===== config.mk =====
export PLATFORM = sky130hd
export DESIGN_NAME = cu_seq
export DESIGN_NICKNAME = d
export VERILOG_FILES = /design/src/rtl/cu_seq.sv
export SDC_FILE = /design/constraint.sdc
export NUM_CORES = 1
export LEC_CHECK = 0
export BUFFER_PORTS_ARGS = -buffer_cell sky130_fd_sc_hd__buf_2
export CAP_MARGIN = 20
export CORE_MARGIN = 4
export CORE_UTILIZATION = 50
export CTS_BUF_LIST = sky130_fd_sc_hd__clkbuf_8
export CTS_CLUSTER_DIAMETER = 30
export DETAILED_ROUTE_END_ITERATION = 10
export GPL_ROUTABILITY_DRIVEN = 0
export GPL_TIMING_DRIVEN = 0
export PLACE_DENSITY = 0.91
export SYNTH_ARGS = -nofsm -noshare
export SYNTH_HDL_FRONTEND = slang
export SYNTH_SLANG_ARGS = --single-unit

===== constraint.sdc =====
create_clock -name CLK -period 2.15 [get_ports CLK]
set_input_delay 0.43 -clock CLK [delete_from_list [all_inputs] [get_ports CLK]]
set_output_delay 0.43 -clock CLK [all_outputs]
set_load 0.02 [all_outputs]

===== src/rtl/cu_seq.sv =====
// Sequenced calculator control unit: registered one-cycle decode strobes behind a
// valid/ready handshake, with a start/wait/writeback FSM for FACT. Optional WAIT watchdog: CU_TIMEOUT_EN.
module cu_seq #(
    parameter int OPW         = 6,
    parameter int NREG        = 2,
    parameter int RAW         = $clog2(NREG + 2),
    parameter int TIMEOUT_CYC = 255
) (
    input  logic            CLK,
    input  logic            RST,
    input  logic            INSTR_VALID,
    output logic            INSTR_READY,
    input  logic [OPW-1:0]  OPCODE,
    input  logic [RAW-1:0]  REG_ADDR,
    input  logic [3:0]      FLAGS,
    input  logic            MC_DONE,
    output logic            ALU,
    output logic            SEL_FLAG,
    output logic            BRA,
    output logic            COND_BRA,
    output logic [3:0]      BR_COND,
    output logic            LOAD,
    output logic            STORE,
    output logic            COPY,
    output logic            PUSH,
    output logic            POP,
    output logic            MOV,
    output logic [NREG-1:0] SEL_REG,
    output logic            SEL_ACC,
    output logic            SEL_PC,
    output logic            MC_START,
    output logic            MC_BUSY,
    output logic            ILLEGAL,
    output logic            TIMEOUT
);

    localparam logic [5:0] OP_BRA    = 6'b000100;
    localparam logic [5:0] OP_CMP    = 6'b010100;
    localparam logic [5:0] OP_INC    = 6'b010110;
    localparam logic [5:0] OP_DEC    = 6'b010111;
    localparam logic [5:0] OP_NOT    = 6'b010011;
    localparam logic [5:0] OP_LOAD   = 6'b011010;
    localparam logic [5:0] OP_STORE  = 6'b011011;
    localparam logic [5:0] OP_MOV    = 6'b011001;
    localparam logic [5:0] OP_COPY_X = 6'b011100;
    localparam logic [5:0] OP_COPY_Y = 6'b011101;
    localparam logic [5:0] OP_PUSH   = 6'b011110;
    localparam logic [5:0] OP_POP    = 6'b011111;
    localparam logic [5:0] OP_FACT   = 6'b011000;

    localparam logic [RAW-1:0] ACC_ADDR = RAW'(NREG);
    localparam logic [RAW-1:0] PC_ADDR  = RAW'(NREG + 1);

    typedef enum logic [1:0] {
        S_IDLE,
        S_WAIT,
        S_WB
    } state_t;

    typedef struct packed {
        logic            ready;
        logic            alu;
        logic            sel_flag;
        logic            bra;
        logic            cond_bra;
        logic [3:0]      br_cond;
        logic            load;
        logic            store;
        logic            copy;
        logic            push;
        logic            pop;
        logic            mov;
        logic [NREG-1:0] sel_reg;
        logic            sel_acc;
        logic            sel_pc;
        logic            mc_start;
        logic            mc_busy;
        logic            illegal;
        logic            timeout;
    } ctl_t;

    state_t          state_reg, state_next;
    ctl_t            ctl_reg, ctl_next;
    logic [RAW-1:0]  wb_addr_reg, wb_addr_next;
    logic [NREG-1:0] addr_onehot, wb_onehot;
    logic [3:0]      cond_onehot;
    logic [5:0]      op6;
    logic            upper_nz;
    logic            accept;
    logic            reg_ok;
    logic            stk_ok;

    assign op6    = OPCODE[5:0];
    assign accept = INSTR_VALID && ctl_reg.ready;
    assign reg_ok = (REG_ADDR < ACC_ADDR);
    assign stk_ok = (REG_ADDR <= PC_ADDR);

    generate
        if (OPW > 6) begin : g_upper
            assign upper_nz = |OPCODE[OPW-1:6];
        end else begin : g_no_upper
            assign upper_nz = 1'b0;
        end
    endgenerate

    genvar gi;
    generate
        for (gi = 0; gi < NREG; gi++) begin : g_sel
            assign addr_onehot[gi] = (REG_ADDR == RAW'(gi));
            assign wb_onehot[gi]   = (wb_addr_reg == RAW'(gi));
        end
        // Branch opcode low bits index the {O,C,N,Z} flag under test.
        for (gi = 0; gi < 4; gi++) begin : g_cond
            assign cond_onehot[gi] = (op6[1:0] == 2'(gi));
        end
    endgenerate

`ifdef CU_TIMEOUT_EN
    localparam int CW = (TIMEOUT_CYC > 1) ? $clog2(TIMEOUT_CYC + 1) : 1;
    logic [CW-1:0] wait_cnt_reg, wait_cnt_next;

    always_ff @(posedge CLK) begin
        if (RST) begin
            wait_cnt_reg <= '0;
        end else begin
            wait_cnt_reg <= wait_cnt_next;
        end
    end
`else
    logic [31:0] unused_timeout_cyc;
    assign unused_timeout_cyc = 32'(TIMEOUT_CYC);
`endif

    always_comb begin
        ctl_next     = '0;
        state_next   = state_reg;
        wb_addr_next = wb_addr_reg;
`ifdef CU_TIMEOUT_EN
        wait_cnt_next = wait_cnt_reg;
`endif
        case (state_reg)
            S_IDLE: begin
                ctl_next.ready = 1'b1;
                if (accept) begin
                    if (upper_nz) begin
                        ctl_next.illegal = 1'b1;
                    end else begin
                        case (op6)
                            6'b000000, 6'b000001, 6'b000010, 6'b000011: begin
                                ctl_next.cond_bra = 1'b1;
                                ctl_next.br_cond  = cond_onehot;
                                ctl_next.bra      = |(FLAGS & cond_onehot);
                            end
                            OP_BRA: ctl_next.bra = 1'b1;
                            OP_CMP: begin
                                ctl_next.alu      = 1'b1;
                                ctl_next.sel_flag = 1'b1;
                            end
                            OP_INC, OP_DEC, OP_NOT: begin
                                if (reg_ok) begin
                                    ctl_next.alu      = 1'b1;
                                    ctl_next.sel_flag = 1'b1;
                                    ctl_next.sel_reg  = addr_onehot;
                                end else begin
                                    ctl_next.illegal = 1'b1;
                                end
                            end
                            OP_LOAD, OP_STORE, OP_MOV: begin
                                if (reg_ok) begin
                                    ctl_next.load    = (op6 == OP_LOAD);
                                    ctl_next.store   = (op6 == OP_STORE);
                                    ctl_next.mov     = (op6 == OP_MOV);
                                    ctl_next.sel_reg = addr_onehot;
                                end else begin
                                    ctl_next.illegal = 1'b1;
                                end
                            end
                            OP_COPY_X: begin
                                ctl_next.copy    = 1'b1;
                                ctl_next.sel_reg = NREG'(1);
                            end
                            OP_COPY_Y: begin
                                ctl_next.copy    = 1'b1;
                                ctl_next.sel_reg = NREG'(2);
                            end
                            OP_PUSH, OP_POP: begin
                                if (stk_ok) begin
                                    ctl_next.push  = (op6 == OP_PUSH);
                                    ctl_next.store = (op6 == OP_PUSH);
                                    ctl_next.pop   = (op6 == OP_POP);
                                    ctl_next.load  = (op6 == OP_POP);
                                    if (reg_ok) begin
                                        ctl_next.sel_reg = addr_onehot;
                                    end else if (REG_ADDR == ACC_ADDR) begin
                                        ctl_next.sel_acc = 1'b1;
                                    end else begin
                                        ctl_next.sel_pc = 1'b1;
                                    end
                                end else begin
                                    ctl_next.illegal = 1'b1;
                                end
                            end
                            OP_FACT: begin
                                if (reg_ok) begin
                                    ctl_next.ready    = 1'b0;
                                    ctl_next.alu      = 1'b1;
                                    ctl_next.sel_flag = 1'b1;
                                    ctl_next.mc_start = 1'b1;
                                    ctl_next.mc_busy  = 1'b1;
                                    wb_addr_next      = REG_ADDR;
                                    state_next        = S_WAIT;
`ifdef CU_TIMEOUT_EN
                                    wait_cnt_next = '0;
`endif
                                end else begin
                                    ctl_next.illegal = 1'b1;
                                end
                            end
                            default: ctl_next.illegal = 1'b1;
                        endcase
                    end
                end
            end
            S_WAIT: begin
                // The MC_START cycle is already a WAIT cycle, so MC_DONE there counts.
                if (MC_DONE) begin
                    ctl_next.sel_reg = wb_onehot;
                    state_next       = S_WB;
`ifdef CU_TIMEOUT_EN
                end else if (wait_cnt_reg == CW'(TIMEOUT_CYC - 1)) begin
                    ctl_next.ready   = 1'b1;
                    ctl_next.timeout = 1'b1;
                    ctl_next.illegal = 1'b1;
                    state_next       = S_IDLE;
                end else begin
                    ctl_next.mc_busy = 1'b1;
                    wait_cnt_next    = wait_cnt_reg + 1'b1;
`else
                end else begin
                    ctl_next.mc_busy = 1'b1;
`endif
                end
            end
            S_WB: begin
                ctl_next.ready = 1'b1;
                state_next     = S_IDLE;
            end
            default: state_next = S_IDLE;
        endcase
    end

    always_ff @(posedge CLK) begin
        if (RST) begin
            state_reg   <= S_IDLE;
            ctl_reg     <= '0;
            wb_addr_reg <= '0;
        end else begin
            state_reg   <= state_next;
            ctl_reg     <= ctl_next;
            wb_addr_reg <= wb_addr_next;
        end
    end

    assign INSTR_READY = ctl_reg.ready;
    assign ALU         = ctl_reg.alu;
    assign SEL_FLAG    = ctl_reg.sel_flag;
    assign BRA         = ctl_reg.bra;
    assign COND_BRA    = ctl_reg.cond_bra;
    assign BR_COND     = ctl_reg.br_cond;
    assign LOAD        = ctl_reg.load;
    assign STORE       = ctl_reg.store;
    assign COPY        = ctl_reg.copy;
    assign PUSH        = ctl_reg.push;
    assign POP         = ctl_reg.pop;
    assign MOV         = ctl_reg.mov;
    assign SEL_REG     = ctl_reg.sel_reg;
    assign SEL_ACC     = ctl_reg.sel_acc;
    assign SEL_PC      = ctl_reg.sel_pc;
    assign MC_START    = ctl_reg.mc_start;
    assign MC_BUSY     = ctl_reg.mc_busy;
    assign ILLEGAL     = ctl_reg.illegal;
    assign TIMEOUT     = ctl_reg.timeout;

endmodule

# [Word level (Yosys, flattened, before mapping)]
# Index checks and enable logic that the tools add are counted.
[totals] register_bits=27 in_bits=16 output_inout_bits=23 elab_cells=118
[op_classes] order_cmp=2 n_eq_ne=28 muxes=36 bitwise_logic=9 n_reduce_logical=22
[ops] op="$eq A6 B5 Y1 const B" count=12
[ops] op="$mux W2" count=14
[ops] op="$mux W22" count=1
[ops] op="$reduce_or A4 Y1" count=4
[ops] op="$eq A6 B2 Y1 const B" count=2
[ops] op="$pmux W2 S2" count=3
[ops] op="$pmux W2 S5" count=1
[ops] op="$reduce_or A5 Y1" count=2
[ops] op="$reduce_or A3 Y1" count=3
[ops] op="$eq A2 B1 Y1 const B" count=4
[ops] op="$eq A2 B2 Y1 const B" count=4
[ops] op="$logic_not A2 Y1" count=4
[ops] op="$mux W1" count=8
[ops] op="$not A1 Y1" count=8
[ops] op="$reduce_and A4 Y1" count=2
[ops] op="$reduce_or A8 Y1" count=1
[ops] op="$reduce_or A7 Y1" count=1
[ops] op="$eq A6 B1 Y1 const B" count=1
[ops] op="$eq A6 B3 Y1 const B" count=1
[ops] op="$logic_not A6 Y1" count=1
[ops] op="$mux W3" count=2
[ops] op="$ne A2 B2 Y1 const B" count=3
[ops] op="$pmux W1 S2" count=3
[ops] op="$pmux W2 S3" count=1
[ops] op="other kinds (10)" count=11

# [Depth between registers and ports, before layout]
[logic_depth] word_depth=7 depth_mapped=7

# [Worst setup path after synthesis]
# No wires, ideal clock.
[synth_path] kind="input to register" startpoint="input port OPCODE[3]" endpoint="register wb_addr_reg[0]" setup_time_ns=0.127 arrival_ns=1.684 required_ns=2.023 slack_ns=0.339 path_stages=6 path_cell_list="buf_6 -> or3b_1 -> or4b_1 -> buf_2 -> mux2i_1 -> nor2_1"
[synth_via] elab_chain_len=2
[synth_lines] element="start, declared" line="13" text="input logic [OPW-1:0] OPCODE,"
[synth_lines] element="$eq A6 B5 Y1" line="148" text="case (op6)"
[synth_lines] element="$reduce_and A4 Y1 (no source line)"
[synth_lines] element="end signal, assigned" line="260" text="wb_addr_reg <= wb_addr_next;"
[synth_lines] element="end, declared" line="84" text="logic [RAW-1:0] wb_addr_reg, wb_addr_next;"
# Every way passes these cells.
# A chain may end at the register's enable or synchronous reset.

# [Final worst setup path]
[layout_path] startpoint="register state_reg[1]" endpoint="register ctl_reg (netlist bit BR_COND[2])"
[layout_via] elab_chain_len=3
[layout_lines] element="start, declared" line="82" text="state_t state_reg, state_next;"
[layout_lines] element="start signal, assigned" line="258" text="state_reg <= state_next;"
[layout_lines] element="$logic_not A2 Y1" line="141" text="case (state_reg)"
[layout_lines] element="$not A1 Y1 (no source line)"
[layout_lines] element="$reduce_or A4 Y1 (no source line)"
[layout_lines] element="end signal, assigned" line="259" text="ctl_reg <= ctl_next;"
[layout_lines] element="end, declared" line="83" text="ctl_t ctl_reg, ctl_next;"
# Every way passes these cells.

==> run summary <==
Fillers: 166
Hold_sp: REG_ADDR[0]
Drt wl/cell: 13.2 um
Startpoint class of the critical path: flop
Worst-path clk slew: 0.08 ns
Pins Over Slew Limit: 0
Syn Inst Count: 116
Netlist cell types: 40
Worst-Skew Late Latency: 0.26 ns
Slew @ Worst Pin: 0.485 ns
CTS tree: built
PostCTS Resize Cnt: 0
Share of the synthesized area in the top cell type: 47.6%
Multi-input gate area: 485 um^2
Final hold violation count: 0
Critical path class: flop to flop
Syn. warnings: 0
Starting DRC count in detailed routing: 59
Status: complete, no violations
Die footprint: 2900 um^2
First-pass GRT wire length: 3670 um
Net load switching power: 0.189 mW
Metal2 WL: 1190 um
Max Cap Violations: 0
XOR/XNOR Fraction of Synth Area: 0%
Reg2Reg Depth: 7
Diodes inserted: 0
H-tree levels: 1
DR WL met3: 221 um
Post-route DRC: 0
CP max-delay cell: or3_1
Post-detailed-route count of antenna-violating nets: 0
Post-CTS Hold Buffers: 0
Crit-path max FO: 7
Post-CTS setup buffers: 0
Via/cell ratio: 5.49
Hold crit path type: input port to flop
Clk_skew: 0.00426 ns
Synth Area in Compound Gates: 13.2%
Highest clock rate: 558 MHz
Clock buffer depth: 2
Num Clock Sinks: 25
Peak supply drop: 415 uV
TritonCTS buffer count: 3
Rows: 16
Largest net degree at the start of global routing: 15
Detailed placement HPWL: 1830 um
Critical R2R Launch: state_reg[1]
Tot Pwr: 0.817 mW
Post-synth EDFFs: 0
Max reg flops: 4
Register area: 500 um^2
Tcrit/Tclk final: 83.3%
Asr flop ratio synth: 0%
Hold depth: 2
Time the worst path needs with I/O delays and setup: 1.79 ns
Initial antenna violation count: 0
Area grow syn2layout: 24.3%
Max-slew headroom: 67.2%
Initial Util: 53.0%
Sw Ratio: 23.1%
Largest area contributor in the netlist: dfxtp_1
Setup tns final: 0 ns
Core Footprint: 1980 um^2
CP startpoint: state_reg[1]
Synthesized cell area: 1050 um^2
CP arrival: 1.99 ns
Comb power frac: 10.4%
Syn avg cell area: 9.06 um^2
Drt total wl: 2400 um
Syn_nets: 132
Root buf cell: clkbuf_8
PortBufs: 35
GR Overflow Total: 0
Top Ports: 39
Unrepaired setup endpoints after global routing: no
Commonest non-fill, non-tap cell in the layout: buf_2
Vias: 1000
Post-synth top flop: dfxtp_1
Flop pwr share: 57.1%
Required @ worst endpoint: 2.35 ns
Vias in the first global route: 862
Cell Chain, Critical Path: nand4bb_4 -> or2_2 -> clkbuf_1 -> or3_1 -> inv_1 -> nand2_1 -> nor2_1
DR pass1 iterations: 4
Area contributors post-synth: dfxtp_1 (48%), nor2_1 (5.4%), nor3_1 (3.3%)
Layout net count: 172
Max incr delay on CP: 0.41 ns
Global Route Usage Sum: 17.3%
Multiplexer area fraction after synthesis: 2.98%
Final setup vio count: 0
Post-synthesis sequential area ratio: 47.6%
Largest family of logic cells by synthesized area: simple AND/OR/NAND/NOR gates
Cell-internal power: 0.628 mW
Simple-Gate Fraction of Synth Area: 29.6%
Clock power frac: 32.4%
Die H: 53.8 um
Metal-1 WL: 925 um
Power per cell area: 626 nW/um^2
Synth Area in Adders: 0%
DR top layer: met4
Die Wd: 53.8 um
Layout cells sized above 1: 32.3%
Register bit total from synthesis: 25
Worst Setup End Kind: flop
Leakage: 0.597 nW
Most frequent cells in the layout: buf_2 (36), dfxtp_1 (25), nor2_1 (15)
==> layout make-up <==
class,count,share of cell area [%]
well taps,27,2.59
clock inverters,1,0.383
multi-input cells,78,37.2
clock buffers,3,3.16
flip-flops and latches,25,38.3
repair buffers,35,13.4
inverters,2,0.575
plain buffers,11,4.41
==> Yosys cell counts (all sizes together), types with 2 or more instances <==
library cell / count
and3: 2
nor3: 7
dfxtp: 25
or3b: 2
nand2b: 4
nand2: 7
a31oi: 3
buf: 4
mux2i: 2
nand3b: 2
a21oi: 6
a211oi: 2
nor2: 15
inv: 2
clkbuf: 7
o21ai: 3
or3: 4
==> logic make-up after synthesis <==
group	count (synthesis)
other	1
and+or+nand+nor	53
muxes	3
buffers and inverters	13
AOI/OAI and AO/OA	21
DFF	25
==> final timing paths <==
path            endpoint  slack, ns
max           BR_COND[2]       0.36
min              SEL_ACC       0.39
max reg2reg   BR_COND[2]       0.36
min reg2reg  INSTR_READY       0.48
==> layer usage <==
layer	up-vias	global-route usage, %
li1	482	-
met1	444	20.7
met2	63	30.2
met3	11	1.66
met4	0	8.94
met5	-	0
==> power by group through the flow <==
stage / Combinational (mW) / Sequential (mW) / Clock (mW)
final: 0.0852 / 0.467 / 0.265
after global routing: 0.0937 / 0.467 / 0.292
after CTS: 0.0834 / 0.467 / 0.270
after detailed placement: 0.0827 / 0.478 / 0
after global placement: 0.0797 / 0.478 / 0
after floorplan: 0.0488 / 0.481 / 0
==> worst max-delay path: cells and delay by family (launching register included) <==
kind | cells | cell delay [ns]
buf+inv | 2 | 0.28
flops | 1 | 0.36
simple gates | 5 | 1.10
==> stage by stage <==
| step | utilization [%] | worst slack (ns) | cells | hold slack, ns | instance area, um^2 |
|---|---|---|---|---|---|
| floorplan | - | 0.339 | 116 | 0.430 | 1050 |
| global placement | 63.6 | 0.208 | 178 | 0.465 | 1260 |
| detailed placement | 63.6 | 0.186 | 178 | 0.473 | 1260 |
| CTS | 65.9 | 0.357 | 182 | 0.391 | 1310 |
| global route | 65.9 | 0.183 | 182 | 0.395 | 1310 |
| finish | 65.9 | 0.358 | 182 | 0.387 | 1310 |
Power figures use the tool's default switching activity.
